$ cat src/rtl/kmeans_pkg.sv
// Shared definitions for the k=2, n=3 k-means blocks: loader FSM encoding and problem sizes.
package kmeans_pkg;

  localparam int unsigned NDim = 3;
  localparam int unsigned K    = 2;

  typedef enum logic [1:0] {
    StIdle  = 2'd0,
    StRecv  = 2'd1,
    StFlush = 2'd2,
    StStart = 2'd3
  } loader_state_t;

endpackage

$ cat src/rtl/kmeans_k2n3_data_loader.sv
// Loads a word-serial point stream (d0, d1, d2 per point) into the three dimension memories,
// then pulses kmeans_start so the core runs on the fresh dataset.
module kmeans_k2n3_data_loader
  import kmeans_pkg::*;
#(
  parameter int unsigned data_width               = 8,
  parameter int unsigned input_data_qty_bit_width = 8,
  parameter int unsigned input_data_qty           = 256
) (
  input  logic                                clk,
  input  logic                                rst,
  input  logic                                load_req,
  input  logic [input_data_qty_bit_width-1:0] load_qty,
  input  logic                                s_valid,
  input  logic [data_width-1:0]               s_data,
  output logic                                s_ready,
  output logic                                mem_wr_en,
  output logic [input_data_qty_bit_width-1:0] mem_wr_addr,
  output logic [data_width-1:0]               mem_d0_wr_data,
  output logic [data_width-1:0]               mem_d1_wr_data,
  output logic [data_width-1:0]               mem_d2_wr_data,
  output logic                                busy,
  output logic                                kmeans_start,
  output logic                                done
);

  localparam int unsigned Aw = input_data_qty_bit_width;
  localparam logic [Aw-1:0] LastAddr = Aw'(input_data_qty - 1);
  localparam logic [1:0]    LastIdx  = 2'(NDim - 1);

  loader_state_t state_q, state_d;

  logic [1:0]            w_idx_q;
  logic [Aw-1:0]         pt_cnt_q;
  logic [Aw-1:0]         qty_q;
  logic [data_width-1:0] d0_q, d1_q;

  logic accept, last_word, last_point;

  assign accept    = s_valid & s_ready;
  assign last_word = accept && (w_idx_q == LastIdx);
  // Pre-increment compare so a full-depth load never relies on pt_cnt wrapping; the
  // LastAddr term stops an out-of-range load_qty from running past the memory.
  assign last_point = (pt_cnt_q == qty_q) || (pt_cnt_q == LastAddr);

  always_ff @(posedge clk or posedge rst) begin
    if (rst) begin
      state_q <= StIdle;
    end else begin
      state_q <= state_d;
    end
  end

  always_comb begin
    state_d = state_q;
    unique case (state_q)
      StIdle:  if (load_req) state_d = StRecv;
      StRecv:  if (last_word && last_point) state_d = StFlush;
      StFlush: state_d = StStart;
      StStart: state_d = StIdle;
      default: state_d = StIdle;
    endcase
  end

  always_comb begin
    s_ready      = (state_q == StRecv);
    busy         = (state_q != StIdle);
    kmeans_start = (state_q == StStart);
    done         = (state_q == StStart);
  end

  always_ff @(posedge clk or posedge rst) begin
    if (rst) begin
      w_idx_q        <= '0;
      pt_cnt_q       <= '0;
      qty_q          <= '0;
      d0_q           <= '0;
      d1_q           <= '0;
      mem_wr_en      <= 1'b0;
      mem_wr_addr    <= '0;
      mem_d0_wr_data <= '0;
      mem_d1_wr_data <= '0;
      mem_d2_wr_data <= '0;
    end else begin
      mem_wr_en <= 1'b0;
      if ((state_q == StIdle) && load_req) begin
        qty_q    <= load_qty;
        pt_cnt_q <= '0;
        w_idx_q  <= '0;
      end
      if (accept) begin
        case (w_idx_q)
          2'd0:    d0_q <= s_data;
          2'd1:    d1_q <= s_data;
          default: ;
        endcase
        w_idx_q <= last_word ? 2'd0 : w_idx_q + 2'd1;
      end
      // Third word goes straight to the write port; no need to latch it first.
      if (last_word) begin
        mem_wr_en      <= 1'b1;
        mem_wr_addr    <= pt_cnt_q;
        mem_d0_wr_data <= d0_q;
        mem_d1_wr_data <= d1_q;
        mem_d2_wr_data <= s_data;
        pt_cnt_q       <= pt_cnt_q + 1'b1;
      end
    end
  end

endmodule

$ cat config.mk
export PLATFORM = sky130hd
export DESIGN_NAME = kmeans_k2n3_data_loader
export DESIGN_NICKNAME = d
export VERILOG_FILES = /design/src/rtl/kmeans_pkg.sv /design/src/rtl/kmeans_k2n3_data_loader.sv
export SDC_FILE = /design/constraint.sdc
export NUM_CORES = 1
export LEC_CHECK = 0
export ABC_AREA = 1
export ABC_CLOCK_PERIOD_IN_PS = 7050
export CELL_PAD_IN_SITES_DETAIL_PLACEMENT = 0
export CELL_PAD_IN_SITES_GLOBAL_PLACEMENT = 1
export CORE_MARGIN = 5
export CORE_UTILIZATION = 41
export CTS_CLUSTER_DIAMETER = 50
export DETAILED_ROUTE_END_ITERATION = 12
export GPL_ROUTABILITY_DRIVEN = 0
export PLACE_DENSITY = 0.85
export SYNTH_ARGS = -nofsm -noshare
export SYNTH_HDL_FRONTEND = slang
export SYNTH_SLANG_ARGS = --single-unit
$ cat constraint.sdc
create_clock -name clk -period 7.05 [get_ports clk]
set_clock_uncertainty 0.2 [all_clocks]
set_input_delay 1.41 -clock clk [delete_from_list [all_inputs] [get_ports clk]]
set_output_delay 1.41 -clock clk [all_outputs]
set_load 0.01 [all_outputs]
# After elaboration in Yosys (flattened, before gate mapping)
# Index checks and enable logic that the tools add are counted.
dict set report word_totals {
  reg_bits 69
  latchBits 0
  ram_bits 0
  romBits 0
  inputBits 20
  out_inout_bits 37
  elab_cells 44
  n_memories 0
}
dict set report classes {
  addsub 2
  mul 0
  div_mod_pow 0
  n_lt_le_gt_ge 0
  n_eq_ne 9
  shift 0
  muxes 9
  bitwise 1
  n_reduce_logical 12
}
# op count
set op_table {}
lappend op_table {{two-way mux 8 bit} 2}
lappend op_table {{two-way mux 2 bit} 5}
lappend op_table {{adder 8 x 1 -> 8 bit (second input constant)} 1}
lappend op_table {{equality test 8 bit} 1}
lappend op_table {{equality test 8 bit (second input constant)} 1}
lappend op_table {{case mux 2 bit (4 select lines)} 1}
lappend op_table {{equality test 2 bit (second input constant)} 3}
lappend op_table {{AND reduction 2 bit} 3}
lappend op_table {{nonzero test 2 bit} 3}
lappend op_table {{equality test 2 x 1 -> 1 bit (second input constant)} 2}
lappend op_table {{logical NOT 2 bit} 2}
lappend op_table {{logical AND 1 bit} 3}
lappend op_table {{adder 2 x 1 -> 2 bit (second input constant)} 1}
lappend op_table {{!= test 2 x 1 -> 1 bit (second input constant)} 1}
lappend op_table {{!= test 2 bit (second input constant)} 1}
lappend op_table {{bitwise AND 1 bit} 1}
lappend op_table {{logical OR 1 bit} 1}
lappend op_table {{two-way mux 1 bit} 1}

# Longest topological paths before layout
# Gate-level depths: netlist (run 1).
dict set report depth {
  ltp_word 6
  mapped_depth 12
  mapped_depth_nobuf 12
}

# Least setup slack after synthesis (run 1)
# OpenSTA, ideal clock, no wires.
dict set report synth_path {
  path_kind {input to register}
  start {input s_valid}
  end {register state_q[0]}
  setup_time_ns 0.117
  t_arrival_ns 2.203
  t_required_ns 6.733
  path_slack_ns 4.530
  cell_stages 9
  path_buffers 0
  path_cell_list {nand2_1 nor3_4 nand3_1 nand2_1 inv_1 nand2_1 nand2_1 nand2_1 nand2_1}
}
dict set report synth_between {
  elab_chain_cells 5
}
# item line_no
set synth_rtl {}
lappend synth_rtl {{start, declared} kmeans_k2n3_data_loader.sv:14} ;# input logic s_valid,
lappend synth_rtl {{bitwise AND 1 bit} kmeans_k2n3_data_loader.sv:40} ;# assign accept = s_valid & s_ready;
lappend synth_rtl {{logical AND 1 bit} kmeans_k2n3_data_loader.sv:41} ;# assign last_word = accept && (w_idx_q == LastIdx);
lappend synth_rtl {{logical AND 1 bit} kmeans_k2n3_data_loader.sv:58} ;# StRecv: if (last_word && last_point) state_d = StFlush;
lappend synth_rtl {{!= test 2 x 1 -> 1 bit (no source line)} --}
lappend synth_rtl {{AND reduction 2 bit (no source line)} --}
lappend synth_rtl {{end signal, assigned} kmeans_k2n3_data_loader.sv:48} ;# state_q <= StIdle;
lappend synth_rtl {{end signal, assigned} kmeans_k2n3_data_loader.sv:50} ;# state_q <= state_d;
lappend synth_rtl {{end, declared} kmeans_k2n3_data_loader.sv:31} ;# loader_state_t state_q, state_d;
# Every way passes these cells.
# A chain may end at the register's enable or synchronous reset.

# Final worst setup path (run 1)
dict set report layout_path {
  start {input s_valid}
  end {register pt_cnt_q[2]}
}
dict set report layout_between {
  elab_chain_cells 3
  word_cells_on_any_way 4
}
# item line_no
set layout_rtl {}
lappend layout_rtl {{bitwise AND 1 bit (*)} kmeans_k2n3_data_loader.sv:40}
lappend layout_rtl {{logical AND 1 bit (*)} kmeans_k2n3_data_loader.sv:41}
lappend layout_rtl {{two-way mux 8 bit / nonzero test 2 bit (equally long branches)} --}
lappend layout_rtl {{end signal, assigned} kmeans_k2n3_data_loader.sv:106} ;# pt_cnt_q <= pt_cnt_q + 1'b1;
lappend layout_rtl {{end, declared} kmeans_k2n3_data_loader.sv:34} ;# logic [Aw-1:0] pt_cnt_q;
# Every way passes the cells marked *; elsewhere a longest branch is shown, timed or not.

==> impl_metrics.yaml, run 1 <==
status:
  status: "finished clean"
setup_path:
  cp_slowest_cell: "nor3_4"
  critPathArrivalTime_ns: 3.86
  required_ns: 7.04
  cp_common_cell: "nand2_1"
  critPathLaunchType: "input pin"
  critPathMaxFanout: 51
  path_cells: "clkdlybuf4s50_1 -> nand2_1 -> nor3_4 -> inv_2 -> nand2_1 -> o32ai_2"
  crit_type: "input pin to flop"
  critical-path-max-stage-delay_ns: 0.84
  endpoint_kind: "flop"
route:
  wl_per_cell_um: 11.9
  routed_wl_um: 5760
  firstDrtPassIters: 4
  post-route-drc-count: 0
  drtIter0Drc: 70
  vias_per_cell: 4.47
  drtAntennaViolNets: 0
  via_count: 2163
global_route:
  grt_util_met1_pct: 19.1
  top_usage_layer: "met2"
  grt_pass1_wl_um: 10200
  antenna_found_initial: 0
  grt_pass1_vias: 2232
  track_usage_pct: 14.5
  gr-usage-met2_pct: 23.4
  grt-ovfl-total: 0
  grt_use_met3_pct: 3.21
  grt_max_degree: 70
die:
  dieWidth_um: 94.0
  design.die.area_mm2: 0.00884
  die_h_um: 94.0
  row_count: 30
  io_pins: 57
  start_util_pct: 42.4
  core_area_mm2: 0.00683
clock_tree:
  clock_latency_ns: 0.33
  cts_setup_buffers: 0
  cts_resized: 0
  tritoncts: "built"
  ctsHoldBuffers: 0
  clock_tree.buffer_depth: 2
  clk_root_buffer_cell: "clkbuf_8"
  cts_buffers: 9
  cts.clk_slew.worst_paths_ns: 0.07
  cts.htree.levels: 3
  cts.sinks: 69
final_layout:
  finalNonFillerCells: 484
  fill_cells: 650
  n_antenna_cell: 0
  final_util_pct: 54.0
  fin_area_mm2: 0.00369
  final_nets: 410
  layout-drive-gt1-share_pct: 5.93
  area_growth_pct: 27.5
sta:
  holdWs_ns: 0.272
  timing.setup.tns_ns: 0
  setup_viol: 0
  slew_headroom_pct: 28.3
  max_slew.worst_pin.slew_ns: 1.07
  period_share_pct: 54.9
  fin_ws_ns: 3.18
  period_needed_ns: 3.87
  fmax_mhz: 258
  finalMaxSlewViolations: 0
  grt_setup_unrepaired: "no"
  finalHoldViolations: 0
place:
  port_buffers: 56
  post-dp-hpwl_um: 3860
  pre_cts_ws_ns: 2.81
  dp.cells: 469
  placed_area_mm2: 0.00352
power:
  p_leak_nw: 1.84
  finalPower_mw: 1.31
  power.density_mw_per_mm2: 356
  max-vdd-ir-drop_mv: 0.142
synth:
  synth_cell_types: 21
  synth_top_area_share_pct: 59.7
  syn-num-nets: 353
  synth_common_cells: "nand2_1 (135), dfrtp_1 (69), o21ai_0 (41)"
  synth_edf_count: 0
  synth_top_flop_cell: "dfrtp_1"
  syn_area_per_cell_um2: 8.85
  post-synth-top-count-cell: "nand2_1"
  yosys_warnings: 0
  yosys_register_bits: 69
  ys_seq_area_share_pct: 59.7
  synthArstFlopShare_pct: 100
  yosys.area.top_type: "dfrtp_1"
  yosys-top-cells-area: "dfrtp_1 (60%), nand2_1 (18%), o21ai_0 (7.1%), inv_1 (3.8%), ha_1 (2.6%)"
  syn_area_mm2: 0.00289
  syn_inst: 327
min_path:
  hp-class: "flop to flop"
job:
  maxCapViolations: 0
-- path summary, 6_finish.rpt --
path,from,endpoint,slack (ns),cells after the start
max in group asynchronous,rst,pt_cnt_q[6]$_DFFE_PP0P_,4.64,3
hold reg to reg,d1_q[5]$_DFFE_PP0P_,mem_d1_wr_data[5]$_DFFE_PP0P_,0.27,2
setup reg to reg,state_q[1]$_DFFE_PP0P_,pt_cnt_q[2]$_DFFE_PP0P_,3.94,7
min in group asynchronous,rst,mem_d1_wr_data[1]$_DFFE_PP0P_,1.46,3
hold / removal,d1_q[5]$_DFFE_PP0P_,mem_d1_wr_data[5]$_DFFE_PP0P_,0.27,2
setup / recovery,s_valid,pt_cnt_q[2]$_DFFE_PP0P_,3.18,6
-- power by group --
part	leakage (nW)	internal, mW	total, mW	switching (mW)
Sequential	0.910	0.529	0.605	0.0760
Clock	0.0812	0.134	0.275	0.141
Combinational	0.845	0.217	0.434	0.217
Total	1.84	0.880	1.31	0.433
-- sequential cells by signal (all words and copies together), names as in the netlist --
name            flops
mem_wr_addr         8
mem_d0_wr_data      8
d0_q                8
state_q             2
w_idx_q             2
d1_q                8
mem_d2_wr_data      8
mem_wr_en           1
pt_cnt_q            8
mem_d1_wr_data      8
qty_q               8
-- per-layer routing --
layer,vias up,part of all wire (%)
met5,-,0
met4,0,0.96
met3,8,5.1
met2,57,45
met1,972,49
li1,1126,-
-- worst max-delay path, delay by kind of cell --
family | cells | cell delay [ns]
simple gates | 3 | 1.28
buf+inv | 2 | 1.05
compound gates | 1 | 0.10
-- logic make-up after synthesis --
group	count (synthesis)	share of synthesized area [%]
buf+inv	42	6.01
xor+xnor	4	1.21
simple gates	160	21.9
mux	1	0.346
flops	69	59.7
fa+ha+maj	6	2.59
compound gates	45	8.30
-- placed cells by master, fill, tap and decap left out, drive strengths merged, types with 2 or more instances in the layout --
cell type and n:
nand2 136, dfrtp 69, clkdlybuf4s50 56, o21ai 41, inv 31, nor2 11, clkbuf 11, nand3 10
ha 6, xnor2 4, or2 2, clkinvlp 2, clkinv 2
-- layout make-up --
class	count	area (um^2)	area share [%]
clock buffers	11	141	3.83
well taps	96	120	3.25
multi-input cells	216	993	26.9
clock inverters	4	25.0	0.678
repair buffers	57	568	15.4
flip-flops and latches	69	1730	46.8
inverters	31	116	3.15
(Power assumes the default switching activity.)
==> run 2: changes to the inputs <==
Settings changed: ABC_CLOCK_PERIOD_IN_PS 7050 to 3800, CORE_UTILIZATION 41 to 38, PLACE_DENSITY 0.85 to 0.79.
Clock period 7.05 ns to 3.8 ns, I/O delays scaled along.
==> run 2 against run 1 <==
Die area is 7.0% higher. Cell count is 1.2% higher. Clock-buffer cell count is 2 lower. Largest cell class unchanged. Core utilization is 2.3 points lower. Critical endpoint is now busy. Final area is 2.7% higher. Critical path type is now flop to primary output. First-iteration DRC count is 30% higher. Hold slack better by 0.0041 ns.
==> impl_metrics.yaml, run 2 (synthesis gave the netlist of run 1 again) <==
status:
  status: "finished clean"
final_layout:
  final_nets: 412
  n_antenna_cell: 0
  finalNonFillerCells: 490
  mostFrequentLayoutCell: "nand2_1"
  final_util_pct: 51.7
  layout_common_cells: "nand2_1 (135), dfrtp_1 (69), clkdlybuf4s50_1 (56)"
  layout-drive-gt1-share_pct: 6.91
  fin_area_mm2: 0.00379
  area_growth_pct: 31.0
setup_path:
  critical-path-max-stage-delay_ns: 0.53
  critPathMaxFanout: 4
  cp_common_cell: "inv_1"
  cp_slowest_cell: "clkdlybuf4s50_1"
  crit_type: "flop to primary output"
  critPathBufInv: 3
  critPathLaunchType: "flop"
  rrSetupSlack_ns: 1.50
  path_cells: "inv_1 -> ha_1 -> inv_1 -> clkdlybuf4s50_1"
  worst_r2r_path_depth: 7
  critPathArrivalTime_ns: 1.67
  r2r-end: "pt_cnt_q[3]$_DFFE_PP0P_"
  worst_path_dominant_cell_family: "buffers and inverters"
  required_ns: 2.84
  endpoint_kind: "primary output"
  r2r-start: "state_q[1]$_DFFE_PP0P_"
sta:
  period_share_pct: 69.2
  setup_viol: 0
  fmax_mhz: 380
  timing.setup.tns_ns: 0
  finalHoldViolations: 0
  max_slew.worst_pin.slew_ns: 0.833
  period_needed_ns: 2.63
  grt_setup_unrepaired: "no"
  finalMaxSlewViolations: 0
  slew_headroom_pct: 44.4
power:
  p_int_mw: 1.82
  pwr-share-clk_pct: 27.4
  share_comb_of_total_power_pct: 30.2
  power.density_mw_per_mm2: 703
  p_sw_share_pct: 31.5
  netSwitchingPower_mw: 0.841
  p_leak_nw: 1.88
  p_seq_share_pct: 42.4
  finalPower_mw: 2.66
  max-vdd-ir-drop_mv: 0.264
global_route:
  track_usage_pct: 13.6
  grt_use_met3_pct: 4.09
  top_usage_layer: "met2"
  antenna_found_initial: 0
  grt_util_met1_pct: 17.3
  grt_pass1_vias: 2237
  gr-usage-met2_pct: 22.1
  grt-ovfl-total: 0
  grt_pass1_wl_um: 10500
  grt_max_degree: 52
clock_tree:
  tritoncts: "built"
  cts.sinks: 69
  ctsHoldBuffers: 0
  cts_setup_buffers: 0
  cts_resized: 0
  clock_tree.buffer_depth: 2
  clk_root_buffer_cell: "clkbuf_8"
  clock_latency_ns: 0.34
  cts_buffers: 9
  cts.clk_slew.worst_paths_ns: 0.08
  cts.htree.levels: 3
route:
  wl_per_cell_um: 12.4
  drtIter0Drc: 91
  post-route-drc-count: 0
  firstDrtPassIters: 4
  via_count: 2190
  drtAntennaViolNets: 0
  vias_per_cell: 4.47
  routed_wl_um: 6100
job:
  maxCapViolations: 0
min_path:
  whs_path_depth: 2
  min-delay-start: "mem_d0_wr_data[3]$_DFFE_PP0P_"
  hold_end: "mem_d0_wr_data[3]$_DFFE_PP0P_"
  hp-class: "flop to flop"
die:
  dieWidth_um: 97.3
  io_pins: 57
  design.die.area_mm2: 0.00946
  row_count: 31
  core_area_mm2: 0.00733
  start_util_pct: 39.5
  die_h_um: 97.3
place:
  port_buffers: 56
  post-dp-hpwl_um: 4180
  dp.cells: 474
  placed_area_mm2: 0.00354
## run 2: changes by cell type in the layout (fill, tap and decap cells not counted)
cell | before | now
bufinv_16 | 0 | 3
buf_4 | 1 | 3
clkinv_2 | 2 | 0
clkbuf_1 | 1 | 0
clkbuf_8 | 10 | 9
clkinv_4 | 0 | 1
inv_6 | 0 | 1
## run 2: how the worst max path moves through the flow
stage                                    to              startpoint  cells past startpoint  slack (ns)
finish                                 busy  state_q[1]$_DFFE_PP0P_                      4        1.17
global route                           busy  state_q[1]$_DFFE_PP0P_                      4        1.07
CTS                                 s_ready  state_q[1]$_DFFE_PP0P_                      3        1.15
detailed placement  pt_cnt_q[3]$_DFFE_PP0P_                 s_valid                      6        1.08
global placement    pt_cnt_q[5]$_DFFE_PP0P_                 s_valid                      6        1.12
floorplan               d0_q[0]$_DFFE_PP0P_                     rst                      1        1.10
## run 2: cell type report
cell class | count | area (um^2)
clock buffers | 9 | 124
clock inverters | 7 | 123
fillers | 713 | 3540
inverters | 31 | 116
multi-input cells | 216 | 993
flip-flops and latches | 69 | 1730
well taps | 99 | 124
repair buffers | 59 | 583
## run 2: per-layer routing
layer  vias to the layer above  wire length, um
met3                         7              318
met4                         0               80
met5                         -                0
met1                       999             2920
li1                       1131                -
met2                        53             2780
## run 2: power by group through the flow
stage | combinational (mW) | clock, mW | sequential (mW)
2_1_floorplan | 0.420 | 0 | 1.17
3_3_place_gp | 0.801 | 0 | 1.14
3_5_place_dp | 0.820 | 0 | 1.15
4_1_cts | 0.826 | 0.740 | 1.13
5_1_grt | 0.925 | 0.775 | 1.16
6_report | 0.805 | 0.729 | 1.13
## run 2: metrics by stage
step	worst slack, ns	hold slack, ns
2_1_floorplan	1.10	0.249
3_3_place_gp	1.12	0.256
3_5_place_dp	1.08	0.259
4_1_cts	1.15	0.279
5_1_grt	1.07	0.288
6_report	1.17	0.276
## run 2: worst min-delay path: stages, from the launching register on
cell     delay (ns)
dfrtp_1        0.35
nand2_1        0.05
nand2_1        0.04
